--- src/rtl/decode_execute_latch_if.sv ---
`default_nettype none
// ============================================================================
// Module      : decode_execute_latch_if
// Description : Bundle of decode-side (*_next) and execute-side (*_ex)
//               signals around the ID/EX pipeline register, together with
//               the advance / stall / flush control and the hazard output.
//               master : the upstream/environment side (drives *_next, ihit,
//                        stall_in, flush; observes *_ex, valid_ex,
//                        hazard_stall)
//               slave  : the ID/EX latch itself
// Revision    : 1.0 - initial release
// ============================================================================
interface decode_execute_latch_if #(
  parameter int WORD_W  = 32,
  parameter int REG_W   = 5,
  parameter int SHAMT_W = 5
);
  // Pipeline control
  logic               ihit;
  logic               stall_in;
  logic               flush;

  // Decode-side inputs
  logic [WORD_W-1:0]  nPC_next;
  logic [REG_W-1:0]   rs_next;
  logic [REG_W-1:0]   rt_next;
  logic               rt_used_next;
  logic [REG_W-1:0]   regDst_next;
  logic               regWr_next;
  logic               dREN_next;
  logic               dWEN_next;
  logic               halt_next;
  logic [1:0]         regSel_next;
  logic [3:0]         ALUOp_next;
  logic [1:0]         PCSrc_next;
  logic [1:0]         ALUSrc_next;
  logic [WORD_W-1:0]  rdat1_next;
  logic [WORD_W-1:0]  rdat2_next;
  logic [WORD_W-1:0]  imm_next;
  logic [SHAMT_W-1:0] shamt_next;

  // Execute-side outputs
  logic [WORD_W-1:0]  nPC_ex;
  logic [REG_W-1:0]   rs_ex;
  logic [REG_W-1:0]   rt_ex;
  logic [REG_W-1:0]   regDst_ex;
  logic               regWr_ex;
  logic               dREN_ex;
  logic               dWEN_ex;
  logic               halt_ex;
  logic [1:0]         regSel_ex;
  logic [3:0]         ALUOp_ex;
  logic [1:0]         PCSrc_ex;
  logic [1:0]         ALUSrc_ex;
  logic [WORD_W-1:0]  rdat1_ex;
  logic [WORD_W-1:0]  rdat2_ex;
  logic [WORD_W-1:0]  imm_ex;
  logic [SHAMT_W-1:0] shamt_ex;
  logic               valid_ex;
  logic               hazard_stall;

  modport master (
    output ihit, stall_in, flush,
    output nPC_next, rs_next, rt_next, rt_used_next, regDst_next,
    output regWr_next, dREN_next, dWEN_next, halt_next, regSel_next,
    output ALUOp_next, PCSrc_next, ALUSrc_next,
    output rdat1_next, rdat2_next, imm_next, shamt_next,
    input  nPC_ex, rs_ex, rt_ex, regDst_ex, regWr_ex, dREN_ex, dWEN_ex,
    input  halt_ex, regSel_ex, ALUOp_ex, PCSrc_ex, ALUSrc_ex,
    input  rdat1_ex, rdat2_ex, imm_ex, shamt_ex, valid_ex, hazard_stall
  );

  modport slave (
    input  ihit, stall_in, flush,
    input  nPC_next, rs_next, rt_next, rt_used_next, regDst_next,
    input  regWr_next, dREN_next, dWEN_next, halt_next, regSel_next,
    input  ALUOp_next, PCSrc_next, ALUSrc_next,
    input  rdat1_next, rdat2_next, imm_next, shamt_next,
    output nPC_ex, rs_ex, rt_ex, regDst_ex, regWr_ex, dREN_ex, dWEN_ex,
    output halt_ex, regSel_ex, ALUOp_ex, PCSrc_ex, ALUSrc_ex,
    output rdat1_ex, rdat2_ex, imm_ex, shamt_ex, valid_ex, hazard_stall
  );
endinterface
`default_nettype wire

--- src/rtl/decode_execute_latch.sv ---
`default_nettype none
// ============================================================================
// Module      : decode_execute_latch
// Description : ID/EX pipeline register. Captures the decode stage's *_next
//               values on every advancing edge (ihit & ~stall_in), detects
//               load-use hazards against the instruction held in EX (one
//               bubble + hazard_stall to hold fetch/decode) and squashes the
//               decode instruction on flush. A flush seen while frozen is
//               remembered and applied on the next advancing edge.
// Ports       : CLK, RST (async, active-high)
//               bus          - decode_execute_latch_if.slave
//               bubble_cnt   - 16-bit saturating bubble counter (optional)
// Options     : ID_EX_BUBBLE_CNT_EN - when defined, adds the bubble_cnt
//               output counting every advancing edge that inserts a bubble.
// Revision    : 1.0 - initial release
// ============================================================================
module decode_execute_latch #(
  parameter int WORD_W  = 32,
  parameter int REG_W   = 5,
  parameter int SHAMT_W = 5
) (
  input  logic                         CLK,
  input  logic                         RST,
  decode_execute_latch_if.slave        bus
`ifdef ID_EX_BUBBLE_CNT_EN
  ,
  output logic [15:0]                  bubble_cnt
`endif
);

  typedef struct packed {
    logic [WORD_W-1:0]  nPC;
    logic [REG_W-1:0]   rs;
    logic [REG_W-1:0]   rt;
    logic [REG_W-1:0]   regDst;
    logic               regWr;
    logic               dREN;
    logic               dWEN;
    logic               halt;
    logic [1:0]         regSel;
    logic [3:0]         ALUOp;
    logic [1:0]         PCSrc;
    logic [1:0]         ALUSrc;
    logic [WORD_W-1:0]  rdat1;
    logic [WORD_W-1:0]  rdat2;
    logic [WORD_W-1:0]  imm;
    logic [SHAMT_W-1:0] shamt;
  } ex_t;

  ex_t  ex_q, ex_d, ex_cap;
  logic valid_q, valid_d;
  logic flush_pend_q, flush_pend_d;

  logic adv;
  logic flush_eff;
  logic lu;

  assign adv       = bus.ihit & ~bus.stall_in;
  assign flush_eff = bus.flush | flush_pend_q;

  // Load-use: EX holds a load whose destination (non-zero) is read by the
  // instruction currently being decoded.
  assign lu = valid_q & ex_q.dREN & ex_q.regWr & (ex_q.regDst != '0) &
              ((ex_q.regDst == bus.rs_next) |
               (bus.rt_used_next & (ex_q.regDst == bus.rt_next)));

  // The decode instruction is discarded on flush, so no stall is needed.
  assign bus.hazard_stall = lu & ~flush_eff;

  always_comb begin
    ex_cap.nPC    = bus.nPC_next;
    ex_cap.rs     = bus.rs_next;
    ex_cap.rt     = bus.rt_next;
    ex_cap.regDst = bus.regDst_next;
    ex_cap.regWr  = bus.regWr_next;
    ex_cap.dREN   = bus.dREN_next;
    ex_cap.dWEN   = bus.dWEN_next;
    ex_cap.halt   = bus.halt_next;
    ex_cap.regSel = bus.regSel_next;
    ex_cap.ALUOp  = bus.ALUOp_next;
    ex_cap.PCSrc  = bus.PCSrc_next;
    ex_cap.ALUSrc = bus.ALUSrc_next;
    ex_cap.rdat1  = bus.rdat1_next;
    ex_cap.rdat2  = bus.rdat2_next;
    ex_cap.imm    = bus.imm_next;
    ex_cap.shamt  = bus.shamt_next;
  end

  always_comb begin
    ex_d         = ex_q;
    valid_d      = valid_q;
    flush_pend_d = flush_pend_q;
    if (adv) begin
      // Any pending flush is consumed by this edge whichever branch wins.
      flush_pend_d = 1'b0;
      if (flush_eff || lu) begin
        ex_d    = '0;
        valid_d = 1'b0;
      end else begin
        ex_d    = ex_cap;
        valid_d = 1'b1;
      end
    end else if (bus.flush) begin
      flush_pend_d = 1'b1;
    end
  end

  always_ff @(posedge CLK or posedge RST) begin
    if (RST) begin
      ex_q         <= '0;
      valid_q      <= 1'b0;
      flush_pend_q <= 1'b0;
    end else begin
      ex_q         <= ex_d;
      valid_q      <= valid_d;
      flush_pend_q <= flush_pend_d;
    end
  end

  assign bus.nPC_ex    = ex_q.nPC;
  assign bus.rs_ex     = ex_q.rs;
  assign bus.rt_ex     = ex_q.rt;
  assign bus.regDst_ex = ex_q.regDst;
  assign bus.regWr_ex  = ex_q.regWr;
  assign bus.dREN_ex   = ex_q.dREN;
  assign bus.dWEN_ex   = ex_q.dWEN;
  assign bus.halt_ex   = ex_q.halt;
  assign bus.regSel_ex = ex_q.regSel;
  assign bus.ALUOp_ex  = ex_q.ALUOp;
  assign bus.PCSrc_ex  = ex_q.PCSrc;
  assign bus.ALUSrc_ex = ex_q.ALUSrc;
  assign bus.rdat1_ex  = ex_q.rdat1;
  assign bus.rdat2_ex  = ex_q.rdat2;
  assign bus.imm_ex    = ex_q.imm;
  assign bus.shamt_ex  = ex_q.shamt;
  assign bus.valid_ex  = valid_q;

`ifdef ID_EX_BUBBLE_CNT_EN
  logic [15:0] bubble_cnt_q, bubble_cnt_d;

  always_comb begin
    bubble_cnt_d = bubble_cnt_q;
    if (adv && (flush_eff || lu) && (bubble_cnt_q != 16'hFFFF)) begin
      bubble_cnt_d = bubble_cnt_q + 16'd1;
    end
  end

  always_ff @(posedge CLK or posedge RST) begin
    if (RST) begin
      bubble_cnt_q <= 16'd0;
    end else begin
      bubble_cnt_q <= bubble_cnt_d;
    end
  end

  assign bubble_cnt = bubble_cnt_q;
`endif

endmodule
`default_nettype wire
--- src/flat_wrapper.sv ---
// flat-port wrapper written by rule: the top's interface ports become plain ports
module decode_execute_latch_flat 
#(
  parameter int WORD_W  = 32,
  parameter int REG_W   = 5,
  parameter int SHAMT_W = 5
)
  (CLK, RST, bus_ihit, bus_stall_in, bus_flush, bus_nPC_next, bus_rs_next, bus_rt_next, bus_rt_used_next, bus_regDst_next, bus_regWr_next, bus_dREN_next, bus_dWEN_next, bus_halt_next, bus_regSel_next, bus_ALUOp_next, bus_PCSrc_next, bus_ALUSrc_next, bus_rdat1_next, bus_rdat2_next, bus_imm_next, bus_shamt_next, bus_nPC_ex, bus_rs_ex, bus_rt_ex, bus_regDst_ex, bus_regWr_ex, bus_dREN_ex, bus_dWEN_ex, bus_halt_ex, bus_regSel_ex, bus_ALUOp_ex, bus_PCSrc_ex, bus_ALUSrc_ex, bus_rdat1_ex, bus_rdat2_ex, bus_imm_ex, bus_shamt_ex, bus_valid_ex, bus_hazard_stall);
  decode_execute_latch_if #(.WORD_W(WORD_W), .REG_W(REG_W), .SHAMT_W(SHAMT_W)) bus_i ();
  input  logic CLK;
  input  logic RST;
  input wire logic [$bits(bus_i.ihit)-1:0] bus_ihit;
  input wire logic [$bits(bus_i.stall_in)-1:0] bus_stall_in;
  input wire logic [$bits(bus_i.flush)-1:0] bus_flush;
  input wire logic [$bits(bus_i.nPC_next)-1:0] bus_nPC_next;
  input wire logic [$bits(bus_i.rs_next)-1:0] bus_rs_next;
  input wire logic [$bits(bus_i.rt_next)-1:0] bus_rt_next;
  input wire logic [$bits(bus_i.rt_used_next)-1:0] bus_rt_used_next;
  input wire logic [$bits(bus_i.regDst_next)-1:0] bus_regDst_next;
  input wire logic [$bits(bus_i.regWr_next)-1:0] bus_regWr_next;
  input wire logic [$bits(bus_i.dREN_next)-1:0] bus_dREN_next;
  input wire logic [$bits(bus_i.dWEN_next)-1:0] bus_dWEN_next;
  input wire logic [$bits(bus_i.halt_next)-1:0] bus_halt_next;
  input wire logic [$bits(bus_i.regSel_next)-1:0] bus_regSel_next;
  input wire logic [$bits(bus_i.ALUOp_next)-1:0] bus_ALUOp_next;
  input wire logic [$bits(bus_i.PCSrc_next)-1:0] bus_PCSrc_next;
  input wire logic [$bits(bus_i.ALUSrc_next)-1:0] bus_ALUSrc_next;
  input wire logic [$bits(bus_i.rdat1_next)-1:0] bus_rdat1_next;
  input wire logic [$bits(bus_i.rdat2_next)-1:0] bus_rdat2_next;
  input wire logic [$bits(bus_i.imm_next)-1:0] bus_imm_next;
  input wire logic [$bits(bus_i.shamt_next)-1:0] bus_shamt_next;
  output wire logic [$bits(bus_i.nPC_ex)-1:0] bus_nPC_ex;
  output wire logic [$bits(bus_i.rs_ex)-1:0] bus_rs_ex;
  output wire logic [$bits(bus_i.rt_ex)-1:0] bus_rt_ex;
  output wire logic [$bits(bus_i.regDst_ex)-1:0] bus_regDst_ex;
  output wire logic [$bits(bus_i.regWr_ex)-1:0] bus_regWr_ex;
  output wire logic [$bits(bus_i.dREN_ex)-1:0] bus_dREN_ex;
  output wire logic [$bits(bus_i.dWEN_ex)-1:0] bus_dWEN_ex;
  output wire logic [$bits(bus_i.halt_ex)-1:0] bus_halt_ex;
  output wire logic [$bits(bus_i.regSel_ex)-1:0] bus_regSel_ex;
  output wire logic [$bits(bus_i.ALUOp_ex)-1:0] bus_ALUOp_ex;
  output wire logic [$bits(bus_i.PCSrc_ex)-1:0] bus_PCSrc_ex;
  output wire logic [$bits(bus_i.ALUSrc_ex)-1:0] bus_ALUSrc_ex;
  output wire logic [$bits(bus_i.rdat1_ex)-1:0] bus_rdat1_ex;
  output wire logic [$bits(bus_i.rdat2_ex)-1:0] bus_rdat2_ex;
  output wire logic [$bits(bus_i.imm_ex)-1:0] bus_imm_ex;
  output wire logic [$bits(bus_i.shamt_ex)-1:0] bus_shamt_ex;
  output wire logic [$bits(bus_i.valid_ex)-1:0] bus_valid_ex;
  output wire logic [$bits(bus_i.hazard_stall)-1:0] bus_hazard_stall;
  assign bus_i.ihit = bus_ihit;
  assign bus_i.stall_in = bus_stall_in;
  assign bus_i.flush = bus_flush;
  assign bus_i.nPC_next = bus_nPC_next;
  assign bus_i.rs_next = bus_rs_next;
  assign bus_i.rt_next = bus_rt_next;
  assign bus_i.rt_used_next = bus_rt_used_next;
  assign bus_i.regDst_next = bus_regDst_next;
  assign bus_i.regWr_next = bus_regWr_next;
  assign bus_i.dREN_next = bus_dREN_next;
  assign bus_i.dWEN_next = bus_dWEN_next;
  assign bus_i.halt_next = bus_halt_next;
  assign bus_i.regSel_next = bus_regSel_next;
  assign bus_i.ALUOp_next = bus_ALUOp_next;
  assign bus_i.PCSrc_next = bus_PCSrc_next;
  assign bus_i.ALUSrc_next = bus_ALUSrc_next;
  assign bus_i.rdat1_next = bus_rdat1_next;
  assign bus_i.rdat2_next = bus_rdat2_next;
  assign bus_i.imm_next = bus_imm_next;
  assign bus_i.shamt_next = bus_shamt_next;
  assign bus_nPC_ex = bus_i.nPC_ex;
  assign bus_rs_ex = bus_i.rs_ex;
  assign bus_rt_ex = bus_i.rt_ex;
  assign bus_regDst_ex = bus_i.regDst_ex;
  assign bus_regWr_ex = bus_i.regWr_ex;
  assign bus_dREN_ex = bus_i.dREN_ex;
  assign bus_dWEN_ex = bus_i.dWEN_ex;
  assign bus_halt_ex = bus_i.halt_ex;
  assign bus_regSel_ex = bus_i.regSel_ex;
  assign bus_ALUOp_ex = bus_i.ALUOp_ex;
  assign bus_PCSrc_ex = bus_i.PCSrc_ex;
  assign bus_ALUSrc_ex = bus_i.ALUSrc_ex;
  assign bus_rdat1_ex = bus_i.rdat1_ex;
  assign bus_rdat2_ex = bus_i.rdat2_ex;
  assign bus_imm_ex = bus_i.imm_ex;
  assign bus_shamt_ex = bus_i.shamt_ex;
  assign bus_valid_ex = bus_i.valid_ex;
  assign bus_hazard_stall = bus_i.hazard_stall;
  decode_execute_latch #(.WORD_W(WORD_W), .REG_W(REG_W), .SHAMT_W(SHAMT_W)) u_core (.CLK(CLK), .RST(RST), .bus(bus_i));
endmodule
--- config.mk ---
export PLATFORM = sky130hd
export DESIGN_NAME = decode_execute_latch_flat
export DESIGN_NICKNAME = d
export VERILOG_FILES = /design/src/rtl/decode_execute_latch_if.sv /design/src/rtl/decode_execute_latch.sv /design/src/flat_wrapper.sv
export SDC_FILE = /design/constraint.sdc
export NUM_CORES = 1
export LEC_CHECK = 0
export ABC_CLOCK_PERIOD_IN_PS = 5400
export CORE_AREA = 4 4 127 153
export DETAILED_ROUTE_END_ITERATION = 12
export DIE_AREA = 0 0 131 157
export GPL_ROUTABILITY_DRIVEN = 0
export PLACE_DENSITY = 0.81
export SLEW_MARGIN = 25
export SYNTH_ARGS = -nofsm -noshare
export SYNTH_HDL_FRONTEND = slang
export SYNTH_SLANG_ARGS = --single-unit
export TNS_END_PERCENT = 50
--- constraint.sdc ---
create_clock -name CLK -period 5.4 [get_ports CLK]
set_input_delay 0.54 -clock CLK [delete_from_list [all_inputs] [get_ports CLK]]
set_output_delay 0.54 -clock CLK [all_outputs]
set_load 0.01 [all_outputs]
==> out/results.ini <==
[final_layout]
final_common_cell=clkdlybuf4s50_1
layout.area.seq_mm2=0.00410
nFillCells=1454
fin_util_pct=63.5
multiInputGateArea_mm2=0.00306
drive_above_1_share_pct=4.29
mostFrequentLayoutCells=clkdlybuf4s50_1, nand2_1, dfrtp_1
synthToLayoutAreaGrowth_pct=50.6
layout.nets=1204

[run]
drv_cap=0

[power]
pwr-share-seq_pct=41.7
p_leak_nw=4.39
clock_power_share_pct=34.6
ir_worst_vdd_mv=0.197
total_power_w=0.00355
p_sw_share_pct=28.0
power_frac_comb_pct=23.7
power.net_switching_w=0.000992
p_int_w=0.00255
power_density_mw_per_mm2=310

[worst_setup_path]
critPathMostFrequentCell=buf_4
required_ps=5650
path_cells=clkdlybuf4s50_1, xnor2_1, nand3_1, o22ai_4, buf_4, buf_4, o21ai_0
worst-path-stages=7
path_delay_family=buffers and inverters
start_kind=primary input
rr_worst_depth=6
slowest_delay_ps=870
endpoint_kind=flop
rr_endpoint=u_core.bus.imm_ex[17]
worstPathMaxFanout=95
critPathSlowestCell=buf_4
rr_startpoint=u_core.bus.regDst_ex[1]
path_class=in2reg
rrSetupSlack_ps=2450
cp_data_arrival_time_ps=3340
critPathBufInv=3
crit_path_start=bus_rs_next[4]

[clocking]
cts_buffers=17
cts_tree=built
cts-root-buf=clkbuf_16
clkSinkCount=164
cts_buffer_depth=2
cts_resized=0
cts_hold_buf=0
post_cts_buffers=0
htreeDepth=4
cts.clk_slew.worst_paths_ps=60
clock_latency_ps=420

[worst_hold_path]
hold_path_depth=2
min_delay_worst_endpoint=u_core.bus.rs_ex[0]
hp-start=u_core.bus.rs_ex[0]
min_path_type=reg2reg

[floorplanning]
start_util_pct=42.2
die_area_mm2=0.0206
dieWidth_um=131
die_y_um=157
num_io_pins=332
core_area_mm2=0.0180
rows=54

[yosys]
syn_nets=934
postSynthAreaPerCell_um2=9.93
netlist_instances=766
synth_area_leaders=dfrtp_1, a32oi_1, o21ai_1
ys_seq_elements=164
yosys_warnings=0
synth_top_area_share_pct=53.9
synth_area_mm2=0.00761
post_synth_num_cell_types=25
synth_largest_area_cell=dfrtp_1
ys_seq_area_share_pct=53.9

[global_route]
grt_pass1_vias=7133
grtUsageTotal_pct=23.3
grt_antenna_before_repair=1
grt_max_degree=191
grt-ovfl-total=0
grt_pass1_wl_um=38400

[routing]
ant_nets=0
via_count=7459
wl_per_cell_um=19.5
remaining_drc_errors=0
routed_via_density=5.85
routed_wl_um=24900
drt_iter0_drc=650
dr.pass1.iters=5

[timing]
rsz0062_at_grt=false
hold_violations=0
tns_ps=0
period_minus_slack_ps=3100
report.final.slew_viol_count=0
max-slew-margin-rel_pct=30.5
fmax_ghz=0.323
setup_viol=0
skew_ps=10.5
layout_worst_path_cycle_share_pct=57.4
tightest_slew_ps=1040

[placement]
port_buffers=331
hpwlAfterDp_um=16100

[status]
status=complete, no violations

==> kinds of logic (layout without fill, tap and decap cells) <==
kind of cell	count (synthesis)	after routing	synth area share [%]
muxes	1	1	0.132
other	0	1	0
AOI/OAI and AO/OA	328	328	29.7
DFF	164	164	53.9
xor gates and xnor gates	10	10	1.15
and+or+nand+nor	173	173	8.85
buffers and inverters	90	373	6.25
==> through the flow <==
stage / cells / hold slack [ps] / setup slack [ps] / area (µm²)
after global placement: 1241 / 474 / 1880 / 10900
after global routing: 1274 / 515 / 2080 / 11500
after floorplan: 766 / 514 / 427 / 7610
after CTS: 1273 / 493 / 2290 / 11500
final: 1274 / 492 / 2300 / 11500
after detailed placement: 1241 / 478 / 1850 / 10900
==> cells in the mapped netlist <==
cell type    n
nor4b_1      1
dfrtp_1    164
mux2i_1      1
nor3_2       1
nand3_1      1
buf_2        5
buf_1        4
o21ai_1    156
a32oi_1    162
buf_6       17
xnor2_1     10
or4_1        1
buf_4        1
o21ai_0      6
o21ai_2      1
nand2_1    164
nand4_1      1
and3_1       1
clkbuf_1    62
inv_1        1
o22ai_1      1
nand2b_1     1
o21a_1       1
a21oi_1      1
nor2_1       2
==> metal layers <==
metal  vias up  GRT usage (%)  part of all wire [%]
met5         -              0                     0
met4         0           9.90                   3.7
met3        46           6.21                   7.8
met2       369           37.4                    50
met1      3580           29.8                    39
li1       3464              -                     -
==> power groups by stage <==
| stage | sequential [W] | clock, W | combinational [W] |
|---|---|---|---|
| after floorplan | 0.00156 | 0 | 0.000242 |
| after global placement | 0.00149 | 0 | 0.000831 |
| after detailed placement | 0.00150 | 0 | 0.000849 |
| after CTS | 0.00148 | 0.00125 | 0.000850 |
| after global routing | 0.00150 | 0.00129 | 0.000910 |
| final | 0.00148 | 0.00123 | 0.000842 |
==> final cells by class <==
| class | count | share of cell area [%] |
|---|---|---|
| clock buffers | 19 | 3.87 |
| well taps | 224 | 2.45 |
| flip-flops and latches | 164 | 35.8 |
| diodes | 1 | 0.0218 |
| inverters | 1 | 0.0765 |
| multi-input cells | 512 | 26.7 |
| clock inverters | 13 | 1.30 |
| repair buffers | 340 | 29.7 |
==> registers in the layout (all words and copies together) (netlist names) <==
signal                count
u_core.bus.rdat2_ex      32
u_core.bus.rs_ex          5
u_core.bus.nPC_ex        32
u_core.bus.regWr_ex       1
u_core.bus.ALUSrc_ex      2
u_core.bus.rt_ex          5
u_core.flush_pend_q       1
u_core.bus.shamt_ex       5
u_core.bus.dWEN_ex        1
u_core.bus.rdat1_ex      32
u_core.bus.dREN_ex        1
u_core.bus.valid_ex       1
u_core.bus.ALUOp_ex       4
u_core.bus.halt_ex        1
u_core.bus.regDst_ex      5
u_core.bus.imm_ex        32
u_core.bus.regSel_ex      2
u_core.bus.PCSrc_ex       2
==> worst min-delay path, cell delays in order (launching register included) <==
cell,delay [ps]
dfrtp_1,340
a32oi_1,50
o21ai_0,60
==> worst max path at each step <==
stage                                  end  slack (ps)
detailed placement   u_core.bus.imm_ex[27]        1850
finish               u_core.bus.imm_ex[17]        2300
CTS                  u_core.bus.imm_ex[17]        2290
global placement    u_core.bus.shamt_ex[1]        1880
floorplan           u_core.bus.ALUOp_ex[0]         430
global route         u_core.bus.imm_ex[17]        2080
Note: power is estimated with default switching activity, not from simulation.
